### src/rtl/id_ex_stage.sv
// -----------------------------------------------------------------------------
// id_ex_stage
//
// ID/EX pipeline register sitting in front of the ALU.
// - Registers the decoded operands and control every cycle.
// - Drives the ALU operands, with MEM/WB forwarding when that option is built in.
// - Flags load-use hazards back to the fetch/decode control.
// - Supports stall (hold) and flush (bubble insertion).
//
// Build option:
//   FORWARDING_EN
//     defined     : operands are forwarded from MEM, then WB; load_use_o
//                   fires only for a load in EX.
//     not defined : operands come from the registered data only; load_use_o
//                   fires for any read-after-write against EX or MEM.
//
// Ports
//   clk_i, rst_i            clock, asynchronous active-high reset
//   id_*                    decoded instruction from ID
//   stall_i, flush_i        hold stage / insert bubble (flush wins)
//   mem_reg_write_i, mem_rd_i, mem_result_i   EX/MEM writeback info
//   wb_reg_write_i, wb_rd_i, wb_result_i      MEM/WB writeback info
//   alu_src1_o, alu_src2_o  ALU operands
//   alu_ctrl_o              ALU op code, passed through unchanged
//   ex_store_data_o         forwarded rt value for stores
//   ex_wr_reg_o             destination register
//   ex_valid_o, ex_reg_write_o, ex_mem_read_o, ex_mem_write_o, ex_mem_to_reg_o
//                           registered control
//   load_use_o              hazard against the instruction currently in ID
// -----------------------------------------------------------------------------
module id_ex_stage #(
  parameter int DATA_W = 32,
  parameter int REG_W  = 5,
  parameter int CTRL_W = 4
) (
  input  logic              clk_i,
  input  logic              rst_i,
  input  logic              id_valid_i,
  input  logic [DATA_W-1:0] id_rs_data_i,
  input  logic [DATA_W-1:0] id_rt_data_i,
  input  logic [DATA_W-1:0] id_imm_i,
  input  logic [REG_W-1:0]  id_rs_i,
  input  logic [REG_W-1:0]  id_rt_i,
  input  logic [REG_W-1:0]  id_rd_i,
  input  logic [CTRL_W-1:0] id_alu_ctrl_i,
  input  logic              id_alu_src_i,
  input  logic              id_reg_dst_i,
  input  logic              id_reg_write_i,
  input  logic              id_mem_read_i,
  input  logic              id_mem_write_i,
  input  logic              id_mem_to_reg_i,
  input  logic              stall_i,
  input  logic              flush_i,
  input  logic              mem_reg_write_i,
  input  logic [REG_W-1:0]  mem_rd_i,
  input  logic [DATA_W-1:0] mem_result_i,
  input  logic              wb_reg_write_i,
  input  logic [REG_W-1:0]  wb_rd_i,
  input  logic [DATA_W-1:0] wb_result_i,
  output logic [DATA_W-1:0] alu_src1_o,
  output logic [DATA_W-1:0] alu_src2_o,
  output logic [CTRL_W-1:0] alu_ctrl_o,
  output logic [DATA_W-1:0] ex_store_data_o,
  output logic [REG_W-1:0]  ex_wr_reg_o,
  output logic              ex_valid_o,
  output logic              ex_reg_write_o,
  output logic              ex_mem_read_o,
  output logic              ex_mem_write_o,
  output logic              ex_mem_to_reg_o,
  output logic              load_use_o
);

  // Registered fields
  logic              valid_q,      valid_d;
  logic [DATA_W-1:0] rs_data_q,    rs_data_d;
  logic [DATA_W-1:0] rt_data_q,    rt_data_d;
  logic [DATA_W-1:0] imm_q,        imm_d;
  logic [REG_W-1:0]  rs_q,         rs_d;
  logic [REG_W-1:0]  rt_q,         rt_d;
  logic [REG_W-1:0]  wr_reg_q,     wr_reg_d;
  logic [CTRL_W-1:0] alu_ctrl_q,   alu_ctrl_d;
  logic              alu_src_q,    alu_src_d;
  logic              reg_write_q,  reg_write_d;
  logic              mem_read_q,   mem_read_d;
  logic              mem_write_q,  mem_write_d;
  logic              mem_to_reg_q, mem_to_reg_d;

  // Next-state: flush > stall > capture. A capture of an invalid ID slot is
  // also a bubble, so downstream never sees stale control from an empty slot.
  always_comb begin
    valid_d      = valid_q;
    rs_data_d    = rs_data_q;
    rt_data_d    = rt_data_q;
    imm_d        = imm_q;
    rs_d         = rs_q;
    rt_d         = rt_q;
    wr_reg_d     = wr_reg_q;
    alu_ctrl_d   = alu_ctrl_q;
    alu_src_d    = alu_src_q;
    reg_write_d  = reg_write_q;
    mem_read_d   = mem_read_q;
    mem_write_d  = mem_write_q;
    mem_to_reg_d = mem_to_reg_q;
    if (flush_i || (!stall_i && !id_valid_i)) begin
      valid_d      = 1'b0;
      rs_data_d    = '0;
      rt_data_d    = '0;
      imm_d        = '0;
      rs_d         = '0;
      rt_d         = '0;
      wr_reg_d     = '0;
      alu_ctrl_d   = '0;
      alu_src_d    = 1'b0;
      reg_write_d  = 1'b0;
      mem_read_d   = 1'b0;
      mem_write_d  = 1'b0;
      mem_to_reg_d = 1'b0;
    end else if (!stall_i) begin
      valid_d      = 1'b1;
      rs_data_d    = id_rs_data_i;
      rt_data_d    = id_rt_data_i;
      imm_d        = id_imm_i;
      rs_d         = id_rs_i;
      rt_d         = id_rt_i;
      wr_reg_d     = id_reg_dst_i ? id_rd_i : id_rt_i;
      alu_ctrl_d   = id_alu_ctrl_i;
      alu_src_d    = id_alu_src_i;
      reg_write_d  = id_reg_write_i;
      mem_read_d   = id_mem_read_i;
      mem_write_d  = id_mem_write_i;
      mem_to_reg_d = id_mem_to_reg_i;
    end
  end

  always_ff @(posedge clk_i or posedge rst_i) begin
    if (rst_i) begin
      valid_q      <= 1'b0;
      rs_data_q    <= '0;
      rt_data_q    <= '0;
      imm_q        <= '0;
      rs_q         <= '0;
      rt_q         <= '0;
      wr_reg_q     <= '0;
      alu_ctrl_q   <= '0;
      alu_src_q    <= 1'b0;
      reg_write_q  <= 1'b0;
      mem_read_q   <= 1'b0;
      mem_write_q  <= 1'b0;
      mem_to_reg_q <= 1'b0;
    end else begin
      valid_q      <= valid_d;
      rs_data_q    <= rs_data_d;
      rt_data_q    <= rt_data_d;
      imm_q        <= imm_d;
      rs_q         <= rs_d;
      rt_q         <= rt_d;
      wr_reg_q     <= wr_reg_d;
      alu_ctrl_q   <= alu_ctrl_d;
      alu_src_q    <= alu_src_d;
      reg_write_q  <= reg_write_d;
      mem_read_q   <= mem_read_d;
      mem_write_q  <= mem_write_d;
      mem_to_reg_q <= mem_to_reg_d;
    end
  end

  logic [DATA_W-1:0] opnd_a;
  logic [DATA_W-1:0] opnd_b;
  logic              id_hits_ex;

  // Register 0 is hardwired zero, so a write "to" it never creates a hazard.
  assign id_hits_ex = (wr_reg_q != '0) && id_valid_i &&
                      ((wr_reg_q == id_rs_i) || (wr_reg_q == id_rt_i));

`ifdef FORWARDING_EN
  // MEM is the younger producer, so it is checked before WB.
  always_comb begin
    opnd_a = rs_data_q;
    if (mem_reg_write_i && (mem_rd_i != '0) && (mem_rd_i == rs_q))
      opnd_a = mem_result_i;
    else if (wb_reg_write_i && (wb_rd_i != '0) && (wb_rd_i == rs_q))
      opnd_a = wb_result_i;

    opnd_b = rt_data_q;
    if (mem_reg_write_i && (mem_rd_i != '0) && (mem_rd_i == rt_q))
      opnd_b = mem_result_i;
    else if (wb_reg_write_i && (wb_rd_i != '0) && (wb_rd_i == rt_q))
      opnd_b = wb_result_i;
  end

  // Only a load in EX cannot be covered by forwarding.
  assign load_use_o = valid_q && mem_read_q && id_hits_ex;
`else
  logic id_hits_mem;
  logic unused_fwd_inputs;

  assign opnd_a = rs_data_q;
  assign opnd_b = rt_data_q;

  assign id_hits_mem = mem_reg_write_i && (mem_rd_i != '0) && id_valid_i &&
                       ((mem_rd_i == id_rs_i) || (mem_rd_i == id_rt_i));

  // Without forwarding every pending write in EX or MEM must be waited out;
  // WB is covered by the write-before-read register file.
  assign load_use_o = (valid_q && reg_write_q && id_hits_ex) || id_hits_mem;

  // Values and indices that only the forwarding muxes would consume.
  assign unused_fwd_inputs = ^{mem_result_i, wb_reg_write_i, wb_rd_i,
                               wb_result_i, rs_q, rt_q};
`endif

  assign alu_src1_o      = opnd_a;
  assign alu_src2_o      = alu_src_q ? imm_q : opnd_b;
  assign ex_store_data_o = opnd_b;
  assign alu_ctrl_o      = alu_ctrl_q;
  assign ex_wr_reg_o     = wr_reg_q;
  assign ex_valid_o      = valid_q;
  assign ex_reg_write_o  = reg_write_q;
  assign ex_mem_read_o   = mem_read_q;
  assign ex_mem_write_o  = mem_write_q;
  assign ex_mem_to_reg_o = mem_to_reg_q;

endmodule

### config.mk
export PLATFORM = sky130hd
export DESIGN_NAME = id_ex_stage
export DESIGN_NICKNAME = d
export VERILOG_FILES = /design/src/rtl/id_ex_stage.sv
export SDC_FILE = /design/constraint.sdc
export NUM_CORES = 1
export LEC_CHECK = 0
export BUFFER_PORTS_ARGS = -buffer_cell sky130_fd_sc_hd__buf_2
export CELL_PAD_IN_SITES_DETAIL_PLACEMENT = 0
export CELL_PAD_IN_SITES_GLOBAL_PLACEMENT = 1
export CORE_MARGIN = 2
export CORE_UTILIZATION = 31
export CTS_CLUSTER_SIZE = 16
export DETAILED_ROUTE_END_ITERATION = 10
export PLACE_DENSITY_LB_ADDON = 0.05
export SLEW_MARGIN = 30
export SYNTH_ARGS = -nofsm -noshare
export SYNTH_HDL_FRONTEND = slang
export SYNTH_SLANG_ARGS = --single-unit
export TNS_END_PERCENT = 30
### constraint.sdc
create_clock -name clk_i -period 4.05 [get_ports clk_i]
set_input_delay 0.405 -clock clk_i [delete_from_list [all_inputs] [get_ports clk_i]]
set_output_delay 0.405 -clock clk_i [all_outputs]
set_load 0.1 [all_outputs]
==> reports/results.ini <==
[global_route]
antenna_found_initial=0
grtUsageMet1_pct=20.51
grt_use_met3_pct=6.415
grt_pass1_vias=3697
grt_max_degree=104
overflow=0
grt.total_usage_pct=16.09
grt_first_pass_wirelength_mm=20.06
top_usage_layer=met2
grt_util_met2_pct=25.62

[synthesis]
syn-num-nets=529
synth_top_area_share_pct=60.23
synth-simple-area-share_pct=1.519
synth-compound-area-share_pct=21.84
synthMostInstantiatedCell=dfrtp_1
synth_area_leaders=dfrtp_1, a22o_1, mux2_2
synthesis.area_mm2=0.004612
synth-seq-area-share_pct=60.23
yosys-top-cells-count=dfrtp_1, a22o_1, mux2_2
synth_xor_xnor_area_share_pct=3.798
yosysWarnings=0
synthFlopType=dfrtp_1
syn_avg_cell_area_um2=14.10
synth_cell_types=20
synthArstFlopShare_pct=100.0
synth_seq_cells=111
synth_top_family_by_area=compound AO/OA/AOI/OAI gates
synthAdderAreaFrac_pct=0
synth-edff-count=0
synthCells=327
synth.area.mux_share_pct=9.034
synth_top_area_cell=dfrtp_1

[hold_path]
hp-class=primary input to asynchronous set/reset pin

[critical_path]
r2r_setup_slack_ns=2.73
cp-startpoint=alu_src_q$_DFFE_PP0P_
cp_max_fo=24
reg2regPathDepth=2
criticalPathCategory=register to output port
end_kind=output port
cp-start-kind=register
worstPathArrival_ns=2.12
r2r-start=alu_src_q$_DFFE_PP0P_
r2r_end=alu_src_q$_DFFE_PP0P_
crit_required_ns=3.64
cp-endpoint=alu_src2_o[27]

[power_and_ir_drop]
seqPwrFrac_pct=45.2
leakage_uw=0.003494
switching_share_pct=34.67
switchingPower_uw=904.0
power.density_mw_per_mm2=418.0
ir_worst_vdd_mv=0.2312
comb_power_share_pct=22.6
p_int_uw=1703
p_clk_share_pct=32.2

[placed_design]
gp_congestion=0.7770
port_buffers=242
dp_hpwl_mm=8.869
dp_cells=731

[timing]
max_freq_mhz=395.9
hold_viol_final=0
slew_violations=0
setup_viol=0
worst_pin_slew_ns=0.8243
rsz0062_at_grt=no
final.setup_skew_ns=0
period_needed_ns=2.526
tns_ns=0
slew_headroom_pct=45.05
period_share_pct=62.37

[routing]
wirelength_mm=13.05
drt-vias-per-instance=4.843
drt_iter0_markers=216
wire_per_inst_um=17.48
vias=3618
first_pass_iters=4
drt.antenna.violating_nets=0
drc_errors=0

[die]
core_area_mm2=0.01453
die-area_mm2=0.01587
start_util_pct=31.73
ios=313
die_y_um=126.0
die_w_um=126.0
core.rowCount=44

[cells_and_area]
final_layout_size_suffix_gt1_share_pct=54.17
fin_nets=760
fin_cells=747
diodes=0
area_growth_pct=35.24

[run_status]
outcome=finished, final reports clean

[clocking]
h-tree-depth=3
cts.sinks=111
ctsHoldBuffers=0
clkTransAtPathRegs_ns=0.08
clockBufferDepth=2
insertion_delay_ns=0.34
cts_root_buf=clkbuf_16
post_cts_buffers=0
cts_resized=0
numCtsBuffers=9
cts_tree=done

[run]
drv_cap=0

[logic make-up (layout without fill, tap and decap cells)]
kind of cell	Yosys count	in the layout
AOI/OAI and AO/OA	116	116
xor gates and xnor gates	20	20
buffers and inverters	29	265
DFF	111	111
muxes	37	37
and+or+nand+nor	14	14
[how the worst min path moves through the flow]
stage,to,slack [ns],cells past startpoint
floorplan,imm_q[10]$_DFFE_PP0P_,0.47,1
global placement,imm_q[26]$_DFFE_PP0P_,0.48,1
detailed placement,alu_src1_o[31]$_DFFE_PP0P_,0.49,1
CTS,ex_store_data_o[19]$_DFFE_PP0P_,0.24,2
global route,imm_q[24]$_DFFE_PP0P_,0.24,2
finish,ex_store_data_o[19]$_DFFE_PP0P_,0.22,2
[registers in the layout (all words and copies together) (netlist names)]
register,count
ex_mem_to_reg_o,1
ex_valid_o,1
ex_store_data_o,32
ex_mem_write_o,1
ex_wr_reg_o,5
imm_q,32
alu_src1_o,32
alu_ctrl_o,4
ex_mem_read_o,1
alu_src_q,1
ex_reg_write_o,1
[power groups by stage]
| stage | sequential, uW | clock [uW] | combinational (uW) |
|---|---|---|---|
| after floorplan | 1410 | 0 | 233 |
| after global placement | 1200 | 0 | 595 |
| after detailed placement | 1200 | 0 | 596 |
| after CTS | 1180 | 871 | 597 |
| after global routing | 1180 | 914 | 620 |
| final | 1180 | 839 | 590 |
[cell type report]
| type | count | area (um^2) |
|---|---|---|
| fillers | 1440 | 8297 |
| clock buffers | 9 | 225.2 |
| clock inverters | 7 | 45.04 |
| multi-input cells | 187 | 1684 |
| flip-flops and latches | 111 | 2778 |
| well taps | 184 | 230.2 |
| inverters | 1 | 6.256 |
| repair buffers | 248 | 1269 |
[worst max-delay path: stages, from the launching register on]
cell and delay [ns]:
dfrtp_1 0.62, buf_4 0.43, mux2_2 0.39, buf_2 0.29
[cell usage in the layout, fill, tap and decap left out, types with 2 or more instances in the layout]
| master | synthesis | routed |
|---|---|---|
| a22oi_1 | 2 | 2 |
| or4_1 | 2 | 2 |
| a22o_1 | 109 | 109 |
| xor2_1 | 20 | 20 |
| clkinv_2 | 0 | 4 |
| nor3_1 | 4 | 4 |
| mux2_2 | 37 | 37 |
| inv_6 | 0 | 2 |
| buf_4 | 10 | 5 |
| nor2_1 | 5 | 4 |
| clkbuf_16 | 0 | 9 |
| buf_2 | 15 | 242 |
| dfrtp_1 | 111 | 111 |
[metrics by stage]
step | cell area (um^2) | hold WS, ns | utilization, % | worst slack, ns | total power [uW]
2_1_floorplan | 4612 | 0.4672 | - | 0.7143 | 1645
3_3_place_gp | 5967 | 0.4824 | 41.06 | 1.888 | 1793
3_5_place_dp | 5967 | 0.4873 | 41.06 | 1.890 | 1796
4_1_cts | 6237 | 0.2428 | 42.91 | 1.493 | 2646
5_1_grt | 6237 | 0.2430 | 42.91 | 1.429 | 2718
6_report | 6237 | 0.2156 | 42.91 | 1.524 | 2607
[routing by layer]
metal	routed length, um	vias up	part of all wire, %
li1	-	1707	-
met3	1097	13	8.4
met5	0	-	0
met2	6119	150	47
met1	5682	1748	44
met4	155	0	1.2
No activity file was read; power rests on OpenSTA's default activity.
